### src/rtl/demux_1to8_frame.sv
// 1-to-8 serial demux with auto-sequenced framing and external lane select.
// Define DEMUX_PARITY_EN to add a 9th even-parity bit per frame and parity_err.
module demux_1to8_frame (
    input  logic       clk,
    input  logic       rst_n,
    input  logic       i,
    input  logic       i_valid,
    input  logic [2:0] s,
    input  logic       mode,
    input  logic       clr,
    output logic [7:0] o,
    output logic [7:0] o_strb,
    output logic [7:0] frame,
    output logic       frame_done,
`ifdef DEMUX_PARITY_EN
    output logic [3:0] ptr,
    output logic       parity_err
`else
    output logic [2:0] ptr
`endif
);

`ifdef DEMUX_PARITY_EN
    localparam int PW = 4;
    localparam logic [PW-1:0] LAST = 4'd8;
`else
    localparam int PW = 3;
    localparam logic [PW-1:0] LAST = 3'd7;
`endif
    localparam logic [PW-1:0] ONE = PW'(1);

    logic [7:0]    o_n;
    logic [7:0]    strb_n;
    logic [7:0]    frame_n;
    logic          done_n;
    logic [PW-1:0] ptr_n;
    logic [2:0]    lane;
    logic          perr_q;
    logic          perr_n;

    assign lane = ptr[2:0];

    always_comb begin
        o_n     = o;
        strb_n  = 8'h00;
        frame_n = frame;
        done_n  = 1'b0;
        ptr_n   = ptr;
        perr_n  = perr_q;
        if (clr) begin
            o_n     = 8'h00;
            frame_n = 8'h00;
            ptr_n   = '0;
            perr_n  = 1'b0;
        end else if (i_valid) begin
            if (mode) begin
                o_n[s]    = i;
                strb_n[s] = 1'b1;
            end else if (ptr == LAST) begin
`ifdef DEMUX_PARITY_EN
                // Parity slot: checked against the data lanes, never stored in o.
                frame_n = o;
                perr_n  = (^o) ^ i;
`else
                o_n[7]    = i;
                strb_n[7] = 1'b1;
                frame_n   = {i, o[6:0]};
`endif
                done_n = 1'b1;
                ptr_n  = '0;
            end else begin
                o_n[lane]    = i;
                strb_n[lane] = 1'b1;
                ptr_n        = ptr + ONE;
            end
        end
    end

    always_ff @(posedge clk) begin
        if (!rst_n) begin
            o          <= 8'h00;
            o_strb     <= 8'h00;
            frame      <= 8'h00;
            frame_done <= 1'b0;
            ptr        <= '0;
            perr_q     <= 1'b0;
        end else begin
            o          <= o_n;
            o_strb     <= strb_n;
            frame      <= frame_n;
            frame_done <= done_n;
            ptr        <= ptr_n;
            perr_q     <= perr_n;
        end
    end

`ifdef DEMUX_PARITY_EN
    assign parity_err = perr_q;
`endif

endmodule

### config.mk
export PLATFORM = sky130hd
export DESIGN_NAME = demux_1to8_frame
export DESIGN_NICKNAME = d
export VERILOG_FILES = /design/src/rtl/demux_1to8_frame.sv
export SDC_FILE = /design/constraint.sdc
export NUM_CORES = 1
export LEC_CHECK = 0
export ABC_AREA = 1
export CORE_MARGIN = 5
export CORE_UTILIZATION = 46
export DETAILED_ROUTE_END_ITERATION = 10
export PLACE_DENSITY = 0.84
export SLEW_MARGIN = 30
export SYNTH_ARGS = -nofsm -noshare
export SYNTH_HDL_FRONTEND = slang
export SYNTH_SLANG_ARGS = --single-unit
### constraint.sdc
create_clock -name clk -period 1.9 [get_ports clk]
set_clock_uncertainty 0.2 [all_clocks]
set_input_delay 0.19 -clock clk [delete_from_list [all_inputs] [get_ports clk]]
set_output_delay 0.19 -clock clk [all_outputs]
set_load 0.005 [all_outputs]
Word-level counts from Yosys, hierarchy flattened

Cells that the tools add are included.

Word-level logic and storage cells: 38
Input port bits: 9
Flip-flop bits (word level): 28

Add/sub/neg operators: 1
$lt $le $gt $ge: 4
Reductions and logical operators: 8
Muxes and demuxes: 14
Bitwise logic cells: 3
Equal/unequal tests: 2

Operators by type and width:

| cell                                                              | count |
|---|---|
| bitwise mux 8 bit                                                 | 2 |
| 2-to-1 mux 8 bit                                                  | 2 |
| 2-to-1 mux 7 bit                                                  | 2 |
| < comparator 3 x 4 -> 1 bit, second input constant                | 2 |
| demux 1 bit (select 3 bit)                                        | 2 |
| greater-or-equal comparator 3 x 1 -> 1 bit, second input constant | 2 |
| 2-to-1 mux 1 bit                                                  | 5 |
| AND reduction 2 bit                                               | 2 |
| OR reduction 4 bit                                                | 1 |
| adder 3 x 1 -> 3 bit, second input constant                       | 1 |
| == test 3 bit, second input constant                              | 1 |
| 2-to-1 mux 3 bit                                                  | 1 |
| NOT 1 bit                                                         | 3 |
| AND reduction 3 bit                                               | 1 |
| OR reduction 3 bit                                                | 1 |
| logical AND 1 bit                                                 | 2 |
| != test 2 bit, second input constant                              | 1 |
| OR reduction 2 bit                                                | 1 |

Longest topological paths before layout

Depth in word-level cells: 7
Gate-level depth with buffers: 9
Depth with buffers taken out: 9

Worst setup path after synthesis

No wires, ideal clock.

Kind: reg2reg
From: reg ptr[1]
To: reg ptr[0]
Stages on the path, launching flop included: 7
Slack: 0.255 ns
Library setup time: 0.122 ns
Arrival time: 1.322 ns
Data required time: 1.578 ns
Cell sequence: dfxtp_1 > ha_1 > ha_1 > clkbuf_1 > nor2_1 > nor2_1 > a211oi_1

Cells in the longest elaborated chain, start to end: 2

Ends and longest elaborated chain:

| element                | line | RTL |
|---|---|---|
| start, declared        | 19   | `output logic [2:0] ptr` |
| start signal, assigned | 92   | `ptr <= ptr_n;` |
| == test 3 bit          | 59   | `end else if (ptr == LAST) begin` |
| 2-to-1 mux 3 bit       | 59   |  |

No other way between the ends.
A chain may end at the register's enable or synchronous reset.

Worst setup path in the final report

From: reg ptr[2]
To: out ptr[2]

No word-level cell between the ends.

==> impl_metrics.yaml <==
setup_path:
  crit_path_start_kind: "flip-flop"
  critical_path_class: "flip-flop to output port"
  cp_max_fo: 8
  slowest_delay_ps: 560
  path_depth: 1
  worst_ep_arrival_time_ps: 1400
  critical_path.slowest_cell: "clkdlybuf4s50_1"
  worst_ep_required_time_ps: 1510
  crit_path_end_kind: "output port"
  rr_worst_depth: 6
  crit_family: "buffers and inverters"
  crit_path_cell_trace: "clkdlybuf4s50_1"
  path_buf_inv: 1
drt:
  first_pass_iters: 4
  wire_per_inst_um: 11.8
  ant_nets: 0
  drt_iter0_drc: 50
  post_drt_via_cell_ratio: 4.92
  wl_um: 3080
  vias: 1284
  route.detailed.drc: 0
floorplan:
  rows: 19
  fp.dieW_um: 62.5
  dieArea_um2: 3910
  start_util: 0.469
  coreArea_um2: 2710
  die_h_um: 62.5
  ios: 37
hold_path:
  min_path_type: "flip-flop to flip-flop"
  hold_depth: 2
cells_and_area:
  num-nets-final: 243
  drive_above_1_share: 0.0609
  syn2layout_area_growth_pct: 36.4
  diodes: 0
synth:
  yosys_warnings: 0
  ys_types: 16
  syn-cell-area_um2: 1270
  syn_area_per_cell_um2: 6.68
  syn_nets: 202
  ys_ff_latch: 28
  yosysSeqAreaShare: 0.441
  synth_cells: 190
global_routing:
  grt_antenna_before_repair: 0
  grt_pass1_wl_um: 5340
  gr-total-overflow: 0
  grt_pass1_vias: 1221
  grt_start_max_net_pins: 17
  grt_use_total: 0.164
cts:
  post_cts_buffers: 0
  clkLatencyLatePin_ps: 340
  path_clk_slew_ps: 160
  cts_inserted_buffers: 3
  cts-root-buf: "clkbuf_4"
  clkSinkCount: 28
  htreeDepth: 1
  ctsResizeCount: 0
  cts_hold_buffers: 0
  clock_path_buffers: 2
  cts_tree: "yes"
timing:
  rsz0062_at_grt: "no"
  slew_viol_final: 0
  fin_tns_setup_ps: 0
  fmax_ghz: 0.559
  period_needed_ps: 1790
  slew_headroom: 0.707
  tightest_slew_ps: 438
  setup_viol: 0
  period_share: 0.941
  hold_viol_final: 0
power:
  p_total_mw: 1.11
  powerDensity_nw_per_um2: 643
  irDropWorstVdd_uv: 471
  p_leak_nw: 0.769
job:
  max_cap_violations: 0
placed_design:
  gp_congestion: 0.894
  port-buffer-count: 36
  hpwl_um: 2390
run_status:
  outcome: "finished clean"
==> final cells by class <==
type | instances | area, µm²
multi-input cells | 135 | 607
repair buffers | 39 | 383
flip-flops and latches | 28 | 561
fillers | 257 | 978
clock buffers | 3 | 22.5
clock inverters | 1 | 30.0
well taps | 31 | 38.8
inverters | 24 | 90.1
==> report_power, final <==
part	leakage, nW	internal, mW	switching [mW]	total, mW
Sequential	0.226	0.594	0.00658	0.601
Combinational	0.515	0.0464	0.0658	0.112
Clock	0.0279	0.214	0.187	0.400
==> layout by cell type, fill, tap and decap left out, types with 3 or more instances in the layout <==
master / count
buf_4: 3
dfxtp_1: 28
inv_1: 21
a21oi_1: 18
inv_2: 3
nand3_1: 12
clkbuf_4: 3
clkdlybuf4s50_1: 36
nand2_1: 64
nor2_1: 30
ha_1: 3
==> stage by stage <==
stage | cells | util | hold WS [ps] | setup WS (ps) | cell area [µm²]
after floorplan | 190 | - | 151 | 255 | 1270
after global placement | 257 | 0.620 | 249 | 198 | 1680
after detailed placement | 257 | 0.620 | 255 | 176 | 1680
after CTS | 261 | 0.639 | 275 | 104 | 1730
after global routing | 261 | 0.639 | 299 | 17.4 | 1730
final | 261 | 0.639 | 272 | 112 | 1730
==> flip-flops by register name, indices dropped and copies added, names as in the netlist <==
name,count
frame,8
frame_done,1
o,8
o_strb,8
ptr,3
==> cell families (layout without fill, tap and decap cells) <==
group / after synthesis / in the layout / share of synthesized area
adder cells (fa/ha/maj): 3 / 3 / 0.0296
AO/OA/AOI/OAI: 21 / 21 / 0.0867
buffers and inverters: 27 / 67 / 0.0808
AND/OR/NAND/NOR: 111 / 111 / 0.362
flip-flops: 28 / 28 / 0.441
==> Yosys cell counts <==
cell type / instances / area share
nand2_2: 1 / 0.0049
nand2_1: 64 / 0.19
o21ai_0: 1 / 0.0039
nand3_1: 12 / 0.047
nor2_1: 30 / 0.089
nand2_4: 1 / 0.0089
a21oi_1: 18 / 0.071
inv_1: 21 / 0.062
clkbuf_1: 2 / 0.0059
a211oi_1: 2 / 0.012
ha_1: 3 / 0.030
nor2_4: 2 / 0.018
dfxtp_1: 28 / 0.44
inv_2: 3 / 0.0089
nand4_1: 1 / 0.0049
buf_2: 1 / 0.0039
==> per-layer routing <==
layer | GRT usage | up-vias | wire (µm) | part of all wire
met5 | 0 | - | 0 | 0
met4 | 0.0822 | 0 | 60 | 0.019
met3 | 0.0180 | 6 | 140 | 0.045
met2 | 0.275 | 31 | 1460 | 0.47
met1 | 0.206 | 577 | 1420 | 0.46
li1 | - | 670 | - | -
==> path summary, 6_finish.rpt <==
check	end	startpoint	slack, ps
max	ptr[2]	ptr[2]	110
min	frame[1]	frame[1]	270
max reg2reg	frame[6]	ptr[1]	220
min reg2reg	frame[1]	frame[1]	270
Note: power is estimated with default switching activity, not from simulation.
